==> src/rtl/spi_controller_pkg.sv <==
// Shared types and constants for the SPI register-access controller.
package spi_controller_pkg;

  localparam int FRAME_W  = 16;
  localparam int ADDR_W   = 7;
  localparam int DATA_W   = 8;
  localparam int NUM_REGS = 5;

  localparam logic RW_WRITE = 1'b1;
  localparam logic RW_READ  = 1'b0;

  typedef enum logic [2:0] {
    IDLE,
    SETUP,
    SHIFT,
    HOLD,
    GAP
  } state_t;

  // Reads carry a zero data byte so the peripheral sees a clean frame.
  function automatic logic [FRAME_W-1:0] build_frame(input logic              rw,
                                                     input logic [ADDR_W-1:0] addr,
                                                     input logic [DATA_W-1:0] data);
    return {rw, addr, (rw == RW_WRITE) ? data : {DATA_W{1'b0}}};
  endfunction

endpackage

==> src/rtl/spi_cmd_fifo.sv <==
// Synchronous command queue; a push into a full queue is accepted when a pop happens in the same cycle.
module spi_cmd_fifo #(
  parameter int DEPTH = 4,
  parameter int WIDTH = 16
) (
  input  logic             clk,
  input  logic             rst_n,
  input  logic             push,
  input  logic             pop,
  input  logic [WIDTH-1:0] din,
  output logic [WIDTH-1:0] dout,
  output logic             full,
  output logic             empty
);

  localparam int AW = (DEPTH > 1) ? $clog2(DEPTH) : 1;
  localparam int CW = AW + 1;

  logic [WIDTH-1:0] mem [DEPTH];
  logic [AW-1:0]    wr_ptr;
  logic [AW-1:0]    rd_ptr;
  logic [CW-1:0]    count;
  logic             do_push;
  logic             do_pop;

  assign do_pop  = pop && !empty;
  assign do_push = push && (!full || do_pop);
  assign full    = (count == CW'(DEPTH));
  assign empty   = (count == '0);
  assign dout    = mem[rd_ptr];

  always_ff @(posedge clk or negedge rst_n) begin
    if (!rst_n) begin
      wr_ptr <= '0;
      rd_ptr <= '0;
      count  <= '0;
    end else begin
      if (do_push) wr_ptr <= wr_ptr + AW'(1);
      if (do_pop)  rd_ptr <= rd_ptr + AW'(1);
      count <= count + CW'(do_push) - CW'(do_pop);
    end
  end

  always_ff @(posedge clk) begin
    if (do_push) mem[wr_ptr] <= din;
  end

endmodule

==> src/rtl/spi_controller.sv <==
// SPI mode-0 register-access master with command queue.
// Optional readback capture of cipo is enabled by defining READBACK_EN.
module spi_controller
  import spi_controller_pkg::*;
#(
  parameter int CLK_DIV    = 4,
  parameter int FIFO_DEPTH = 4,
  parameter int CS_GAP     = 2
) (
  input  logic              clk,
  input  logic              rst_n,
  input  logic              cmd_valid,
  output logic              cmd_ready,
  input  logic              cmd_rw,
  input  logic [ADDR_W-1:0] cmd_addr,
  input  logic [DATA_W-1:0] cmd_data,
  output logic              busy,
  output logic              done,
  output logic              addr_err,
  output logic [DATA_W-1:0] rd_data,
  output logic              rd_valid,
  output logic              sclk,
  output logic              cs_n,
  output logic              copi,
  input  logic              cipo
);

  localparam logic [7:0] DIV_LD = 8'(CLK_DIV - 1);
  localparam logic [7:0] GAP_LD = 8'(CS_GAP - 1);

  state_t               state, state_nx;
  logic [7:0]           cnt, cnt_nx;
  logic [3:0]           bit_cnt, bit_cnt_nx;
  logic                 phase, phase_nx;
  logic [FRAME_W-1:0]   shreg, shreg_nx;
  logic                 rd_frame, rd_frame_nx;
  logic                 sample;
  logic                 done_c;
  logic                 err_c;

  logic [FRAME_W-1:0]   fifo_head;
  logic                 fifo_full;
  logic                 fifo_empty;
  logic                 push;
  logic                 pop_ok;
  logic                 head_ok;

  assign head_ok   = (fifo_head[FRAME_W-2 -: ADDR_W] < ADDR_W'(NUM_REGS));
  assign pop_ok    = !fifo_empty && ((state == IDLE) || (state == GAP && cnt == 8'd0));
  assign cmd_ready = !fifo_full || pop_ok;
  assign push      = cmd_valid && cmd_ready;

  spi_cmd_fifo #(
    .DEPTH (FIFO_DEPTH),
    .WIDTH (FRAME_W)
  ) u_fifo (
    .clk   (clk),
    .rst_n (rst_n),
    .push  (push),
    .pop   (pop_ok),
    .din   (build_frame(cmd_rw, cmd_addr, cmd_data)),
    .dout  (fifo_head),
    .full  (fifo_full),
    .empty (fifo_empty)
  );

  always_ff @(posedge clk or negedge rst_n) begin
    if (!rst_n) begin
      state    <= IDLE;
      cnt      <= '0;
      bit_cnt  <= '0;
      phase    <= 1'b0;
      shreg    <= '0;
      rd_frame <= 1'b0;
    end else begin
      state    <= state_nx;
      cnt      <= cnt_nx;
      bit_cnt  <= bit_cnt_nx;
      phase    <= phase_nx;
      shreg    <= shreg_nx;
      rd_frame <= rd_frame_nx;
    end
  end

  always_comb begin
    state_nx    = state;
    cnt_nx      = cnt;
    bit_cnt_nx  = bit_cnt;
    phase_nx    = phase;
    shreg_nx    = shreg;
    rd_frame_nx = rd_frame;
    sample      = 1'b0;
    done_c      = 1'b0;
    err_c       = 1'b0;
    unique case (state)
      IDLE: ;
      SETUP: begin
        if (cnt == 8'd0) begin
          state_nx   = SHIFT;
          cnt_nx     = DIV_LD;
          phase_nx   = 1'b1;
          bit_cnt_nx = 4'd15;
          sample     = 1'b1;
        end else cnt_nx = cnt - 8'd1;
      end
      SHIFT: begin
        if (cnt != 8'd0) cnt_nx = cnt - 8'd1;
        else begin
          cnt_nx = DIV_LD;
          if (phase) begin
            // falling edge: present next bit; after bit 0 the last low half is HOLD
            phase_nx = 1'b0;
            shreg_nx = {shreg[FRAME_W-2:0], 1'b0};
            if (bit_cnt == 4'd0) state_nx = HOLD;
            else bit_cnt_nx = bit_cnt - 4'd1;
          end else begin
            phase_nx = 1'b1;
            sample   = 1'b1;
          end
        end
      end
      HOLD: begin
        if (cnt == 8'd0) begin
          state_nx = GAP;
          cnt_nx   = GAP_LD;
        end else cnt_nx = cnt - 8'd1;
      end
      GAP: begin
        if (cnt == 8'd0) begin
          done_c   = 1'b1;
          state_nx = IDLE;
        end else cnt_nx = cnt - 8'd1;
      end
      default: state_nx = IDLE;
    endcase
    // Invalid addresses are consumed without touching the bus.
    if (pop_ok) begin
      if (head_ok) begin
        state_nx    = SETUP;
        cnt_nx      = DIV_LD;
        shreg_nx    = fifo_head;
        rd_frame_nx = (fifo_head[FRAME_W-1] == RW_READ);
      end else err_c = 1'b1;
    end
  end

  assign cs_n     = !((state == SETUP) || (state == SHIFT) || (state == HOLD));
  assign sclk     = (state == SHIFT) && phase;
  assign copi     = !cs_n && shreg[FRAME_W-1];
  assign busy     = (state != IDLE) || !fifo_empty;
  assign done     = done_c;
  assign addr_err = err_c;

`ifdef READBACK_EN
  logic [DATA_W-1:0] rx_sh;
  logic [DATA_W-1:0] rd_q;
  logic              load_rd;

  // rd_data must already hold the new byte in the done cycle.
  assign load_rd = rd_frame && (((state == HOLD) && (cnt == 8'd0) && (CS_GAP == 1)) ||
                                ((state == GAP) && (cnt == 8'd1)));

  always_ff @(posedge clk or negedge rst_n) begin
    if (!rst_n) begin
      rx_sh <= '0;
      rd_q  <= '0;
    end else begin
      if (sample)  rx_sh <= {rx_sh[DATA_W-2:0], cipo};
      if (load_rd) rd_q  <= rx_sh;
    end
  end

  assign rd_data  = rd_q;
  assign rd_valid = done_c && rd_frame;
`else
  logic unused_rb;
  assign unused_rb = cipo ^ sample ^ rd_frame;
  assign rd_data   = '0;
  assign rd_valid  = 1'b0;
`endif

endmodule

==> config.mk <==
export PLATFORM = sky130hd
export DESIGN_NAME = spi_controller
export DESIGN_NICKNAME = d
export VERILOG_FILES = /design/src/rtl/spi_controller_pkg.sv /design/src/rtl/spi_cmd_fifo.sv /design/src/rtl/spi_controller.sv
export SDC_FILE = /design/constraint.sdc
export NUM_CORES = 1
export LEC_CHECK = 0
export CAP_MARGIN = 25
export CORE_UTILIZATION = 40
export DETAILED_ROUTE_END_ITERATION = 8
export SYNTH_ARGS = -nofsm -noshare
export SYNTH_HDL_FRONTEND = slang
export SYNTH_SLANG_ARGS = --single-unit
==> constraint.sdc <==
create_clock -name clk -period 4.8 [get_ports clk]
set_input_delay 0.72 -clock clk [delete_from_list [all_inputs] [get_ports clk]]
set_output_delay 0.72 -clock clk [all_outputs]
set_load 0.005 [all_outputs]
==> results of run 1 <==
[Yosys cell counts, types with 2 or more instances]
cell type	instances	area, µm²
inv_1	13	48.8
mux2_4	7	105
nand2_1	15	56.3
mux4_2	13	293
a211oi_1	7	52.6
edfxtp_1	64	1920
mux2_2	15	169
o31ai_1	2	15.0
nand3_1	8	40.0
a211o_1	2	17.5
nor3_1	7	35.0
mux2i_1	3	30.0
o21ai_0	5	25.0
clkbuf_1	3	11.3
a21oi_1	11	55.1
nor3b_1	2	15.0
buf_1	3	11.3
and2_1	11	68.8
and3_1	5	31.3
xor2_1	6	52.6
ha_1	9	113
buf_2	8	40.0
nor2_1	21	78.8
nand2b_1	5	31.3
dfrtp_1	39	976
o22ai_1	2	12.5
or3_1	2	12.5
buf_4	10	75.1
xnor2_1	6	52.6
[kinds of logic (layout without fill, tap and decap cells)]
logic type / count (synthesis) / in the layout / synth area share (%)
and+or+nand+nor: 87 / 87 / 10.1
other: 1 / 9 / 0.0799
muxes: 38 / 38 / 12.7
adders and majority gates: 10 / 10 / 2.83
buffers and inverters: 40 / 56 / 4.72
xor gates and xnor gates: 12 / 12 / 2.24
DFF: 103 / 103 / 61.8
AOI/OAI and AO/OA: 37 / 37 / 5.57
[final cells by class]
class                   instances  area share [%]
clock buffers                   9            4.28
flip-flops and latches        103            55.1
inverters                      14           0.999
multi-input cells             193            30.5
repair buffers                 27            4.95
well taps                     143            3.40
clock inverters                 6           0.856
[worst max-delay path: cells and delay by family, from the launching register on]
kind                   cells  cell delay (ns)
flip-flops                 1             0.75
AO/OA/AOI/OAI              1             0.24
AND/OR/NAND/NOR            2             0.48
buffers and inverters      1             0.44
multiplexers               1             0.60
[flip-flops by register name (all words and copies together), names as in the netlist]
name	flops
u_fifo.mem	64
shreg	16
cnt	8
bit_cnt	4
state	3
u_fifo.count	3
u_fifo.rd_ptr	2
u_fifo.wr_ptr	2
phase	1
[power groups by stage]
| stage | clock network [mW] | logic, mW | registers [mW] |
|---|---|---|---|
| 5_1_grt | 0.724 | 1.05 | 1.43 |
| 3_5_place_dp | 0 | 0.952 | 1.42 |
| 2_1_floorplan | 0 | 0.819 | 1.30 |
| 6_report | 0.673 | 0.935 | 1.40 |
| 4_1_cts | 0.693 | 0.958 | 1.40 |
| 3_3_place_gp | 0 | 0.927 | 1.41 |
[per-layer routing]
layer	vias to the layer above	track usage, %	routed length (µm)
li1	1216	-	-
met1	1279	19.4	3590
met2	46	22.6	3770
met3	14	2.82	207
met4	0	7.52	176
met5	-	0	0
[path summary, 6_finish.rpt]
kind	to	cells past startpoint	start	slack [ns]
setup / recovery	addr_err	5	u_fifo.rd_ptr[0]	1.23
hold / removal	bit_cnt[0]	1	rst_n	0.48
setup reg to reg	u_fifo.count[2]	12	cnt[4]	1.87
hold reg to reg	shreg[14]	2	shreg[14]	0.52
max in group asynchronous	shreg[2]	1	rst_n	3.75
min in group clk	shreg[14]	2	shreg[14]	0.52
[cell usage in the layout, fill, tap and decap left out, drive strengths merged, types with 2 or more instances in the layout]
cell type	synthesis	routed
edfxtp	64	64
or3	2	2
nand2b	5	5
nor2	22	22
clkbuf	3	9
and2	11	11
o31ai	2	2
nor3b	2	2
buf	23	3
xor2	6	6
mux2i	3	3
nor3	8	8
nand2	16	16
inv	14	16
dfrtp	39	39
a21oi	11	11
ha	9	9
clkdlybuf4s50	0	24
xnor2	6	6
a211oi	7	7
a211o	3	3
clkinvlp	0	3
nand4	2	2
mux4	13	13
o21ai	5	5
mux2	22	22
and3	5	5
nand3	8	8
conb	1	9
o22ai	2	2
==> flow_summary.json, run 1 <==
{
  "fin_ws_ns": 1.23,
  "slew_viol_final": 0,
  "first_pass_iters": 4,
  "cts.sinks": 103,
  "cts_buffers": 9,
  "routed_wl_um": 7750,
  "fin_cells": 495,
  "route.detailed.drc": 0,
  "fin_crit_sh_pct": 74.4,
  "synth-edff-count": 64,
  "clkTransAtPathRegs_ns": 0.07,
  "slowest_delay_ns": 0.75,
  "setup_viol": 0,
  "dp_cells": 480,
  "maxCapViolCount": 0,
  "multi_input_area_um2": 1600,
  "setup-tns-final_ns": 0,
  "cts_tree": "done",
  "clock_path_buffers": 2,
  "start_kind": "flip-flop",
  "htreeDepth": 3,
  "grt_max_degree": 40,
  "async_flop_share_pct": 37.9,
  "num_rows": 39,
  "power.density_nw_per_um2": 571,
  "yosysSeqAreaShare_pct": 61.8,
  "nets": 378,
  "gr-total-overflow": 0,
  "synth_cell_types": 53,
  "io_pins": 36,
  "gr-usage-all-layers_pct": 14.5,
  "fmax_mhz": 280,
  "syn_to_final_growth_pct": 12.2,
  "finalInstanceArea_um2": 5260,
  "insertion_delay_ns": 0.35,
  "grt_pass1_vias": 2549,
  "syn_area_um2": 4690,
  "wl_per_cell_um": 15.7,
  "antenna_found_initial": 0,
  "worstPathRequired_ns": 4.08,
  "ys_ff_latch": 103,
  "whs_ns": 0.475,
  "skew_ns": 0.0102,
  "fp.dieH_um": 110,
  "place_area_um2": 4990,
  "ctsResizeCount": 0,
  "syn_avg_cell_area_um2": 14.3,
  "ant_nets": 0,
  "synth_flop_cell": "edfxtp_1",
  "root_buffer": "clkbuf_16",
  "cp_data_arrival_time_ns": 2.85,
  "regArea_um2": 2900,
  "combPwrFrac_pct": 31.1,
  "grt_pass1_wl_um": 12800,
  "vias": 2555,
  "hold_viol_final": 0,
  "cp_max_fo": 11,
  "min_path_type": "in2async",
  "swShare_pct": 31.9,
  "endpoint_kind": "output pin",
  "worstMarginPinSlew_ns": 0.884,
  "ir_drop_v": 0.000330,
  "chipWidth_um": 110,
  "fin_util_pct": 46.1,
  "path_cells": "mux4_2, o21ai_0, nand4_2, and2_1, clkdlybuf4s50_1",
  "cts_setup_buffers": 0,
  "grt_setup_unrepaired": "false",
  "start_util_pct": 41.1,
  "drive_gt1_share_pct": 17.9,
  "max_slew_margin_pct": 41.1,
  "cp_slowest_cell": "dfrtp_1",
  "seq_power_share_pct": 46.5,
  "fin_total_pwr_mw": 3.00,
  "pre_cts_ws_ns": 1.53,
  "status": "completed",
  "postSynthCellCount": 328,
  "cts_hold_buffers": 0,
  "num-fill-cells": 1049,
  "p_int_mw": 2.04,
  "period_needed_ns": 3.57,
  "power.switching_uw": 959,
  "drt_iter0_markers": 98,
  "ys_warn_count": 0,
  "place.gp.congestion": 0.721,
  "io_buffer_count": 25,
  "clock_power_share_pct": 22.4,
  "dieArea_um2": 12200,
  "viasPerCell": 5.16,
  "power_leakage_nw": 1.98,
  "hpwl_um": 4970,
  "crit_type": "reg2out",
  "core_um2": 11400,
  "antenna_cells": 0
}
Note: power is estimated with default switching activity, not from simulation.
==> run 2, diff against run 1 <==
clock period = 3.41 ns   (was 4.8 ns; I/O delays follow)
==> run 2 against run 1 <==
Net effect:
- sequential power up 39%
- worst setup slack worse by 1.0 ns
- largest cell class unchanged
- clock-buffer cell count up 1
- worst hold slack worse by 0.19 ns
- combinational power up 45%
- largest power group unchanged
- highest routed layer unchanged
- total power up 45%
- sequential share of layout area down 0.75 points
==> flow_summary.json, run 2 (synthesis gave the netlist of run 1 again) <==
{
  "syn_to_final_growth_pct": 13.7,
  "endpoint_kind": "output pin",
  "routed_wl_um": 7720,
  "fp.dieH_um": 110,
  "drive_gt1_share_pct": 19.0,
  "path_cells": "mux4_2, o21ai_0, nand4_2, and2_1, clkdlybuf4s50_1",
  "maxCapViolCount": 0,
  "cp_slowest_cell": "dfrtp_1",
  "cts_hold_buffers": 0,
  "antenna_cells": 0,
  "crit_type": "reg2out",
  "clkTransAtPathRegs_ns": 0.07,
  "grt_pass1_vias": 2649,
  "cp_max_fo": 9,
  "grt_setup_unrepaired": "false",
  "hold_viol_final": 0,
  "fin_ws_ns": 0.183,
  "dieArea_um2": 12200,
  "first_pass_iters": 4,
  "chipWidth_um": 110,
  "ctsResizeCount": 0,
  "status": "completed",
  "htreeDepth": 3,
  "fin_total_pwr_mw": 4.35,
  "io_pins": 36,
  "min_path_type": "in2async",
  "max_flop_register": "u_fifo.mem",
  "cts.sinks": 103,
  "gr-usage-all-layers_pct": 14.6,
  "wl_per_cell_um": 15.4,
  "r2r_slack_ns": 0.73,
  "cts_tree": "done",
  "viasPerCell": 5.11,
  "fmax_mhz": 310,
  "setup-tns-final_ns": 0,
  "ant_nets": 0,
  "crit_buf_inv": 1,
  "worstMarginPinSlew_ns": 0.888,
  "power_leakage_nw": 2.04,
  "clock_path_buffers": 2,
  "place.gp.congestion": 0.711,
  "skew_ns": 0.00764,
  "insertion_delay_ns": 0.35,
  "slowest_delay_ns": 0.60,
  "drt_iter0_markers": 96,
  "num_rows": 39,
  "slew_viol_final": 0,
  "cts_buffers": 9,
  "pre_cts_ws_ns": 0.478,
  "route.detailed.drc": 0,
  "io_buffer_count": 25,
  "whs_ns": 0.285,
  "grt_pass1_wl_um": 13100,
  "fin_crit_sh_pct": 94.6,
  "setup_viol": 0,
  "cpLargestDelayFamily": "flip-flops",
  "power.density_nw_per_um2": 815,
  "max_slew_margin_pct": 40.8,
  "largest_register_ffs": 64,
  "root_buffer": "clkbuf_16",
  "cts_setup_buffers": 0,
  "grt_max_degree": 40,
  "final_common_cell": "edfxtp_1",
  "ir_drop_v": 0.000465,
  "start_util_pct": 41.1,
  "layout_common_cells": "64 x edfxtp_1, 39 x dfrtp_1, 24 x clkdlybuf4s50_1",
  "cp_data_arrival_time_ns": 2.72,
  "hpwl_um": 4990,
  "antenna_found_initial": 0,
  "start_kind": "flip-flop",
  "fin_util_pct": 46.7,
  "period_needed_ns": 3.23,
  "gr-total-overflow": 0,
  "worstPathRequired_ns": 2.90,
  "vias": 2562,
  "core_um2": 11400,
  "top_regs": "u_fifo.mem (64), shreg (16), cnt (8)",
  "nets": 383
}
==> run 2: cell types whose count changed in the layout (fill, tap and decap cells not counted), sizes merged <==
cell / before / now
clkinvlp: 3 / 0
inv: 16 / 17
buf: 3 / 8
clkinv: 1 / 2
bufinv: 0 / 1
clkbuf: 9 / 10
==> run 2: worst paths after layout <==
path / startpoint / cells past startpoint / endpoint
max: u_fifo.rd_ptr[0] / 5 / addr_err
min: rst_n / 1 / phase
max reg2reg: cnt[4] / 11 / u_fifo.count[2]
min reg2reg: shreg[14] / 2 / shreg[14]
max in group asynchronous: rst_n / 1 / cnt[6]
min in group clk: shreg[14] / 2 / shreg[14]
==> run 2: area by class of cell <==
cell class | instances | area (µm²)
inverters | 14 | 52.6
clock inverters | 6 | 76.3
well taps | 143 | 179
clock buffers | 10 | 229
flip-flops and latches | 103 | 2900
repair buffers | 32 | 298
multi-input cells | 193 | 1600
fillers | 1042 | 6080
==> run 2: power breakdown <==
group | switching [mW] | internal [mW] | total [mW]
combinational | 0.642 | 0.714 | 1.36
sequential | 0.252 | 1.69 | 1.94
clock | 0.466 | 0.582 | 1.05
total | 1.36 | 2.99 | 4.35
==> run 2: per-layer routing <==
| layer | up-vias | GRT usage [%] | wire length, µm |
|---|---|---|---|
| met4 | 0 | 5.08 | 99 |
| met5 | - | 0 | 0 |
| li1 | 1231 | - | - |
| met3 | 8 | 4.29 | 303 |
| met1 | 1271 | 19.1 | 3520 |
| met2 | 52 | 23.2 | 3790 |
==> run 2: metrics by stage <==
step | instance area [µm²] | cells
3_3_place_gp | 5030 | 485
2_1_floorplan | 4720 | 336
3_5_place_dp | 5030 | 485
6_report | 5340 | 501
4_1_cts | 5340 | 501
5_1_grt | 5340 | 501
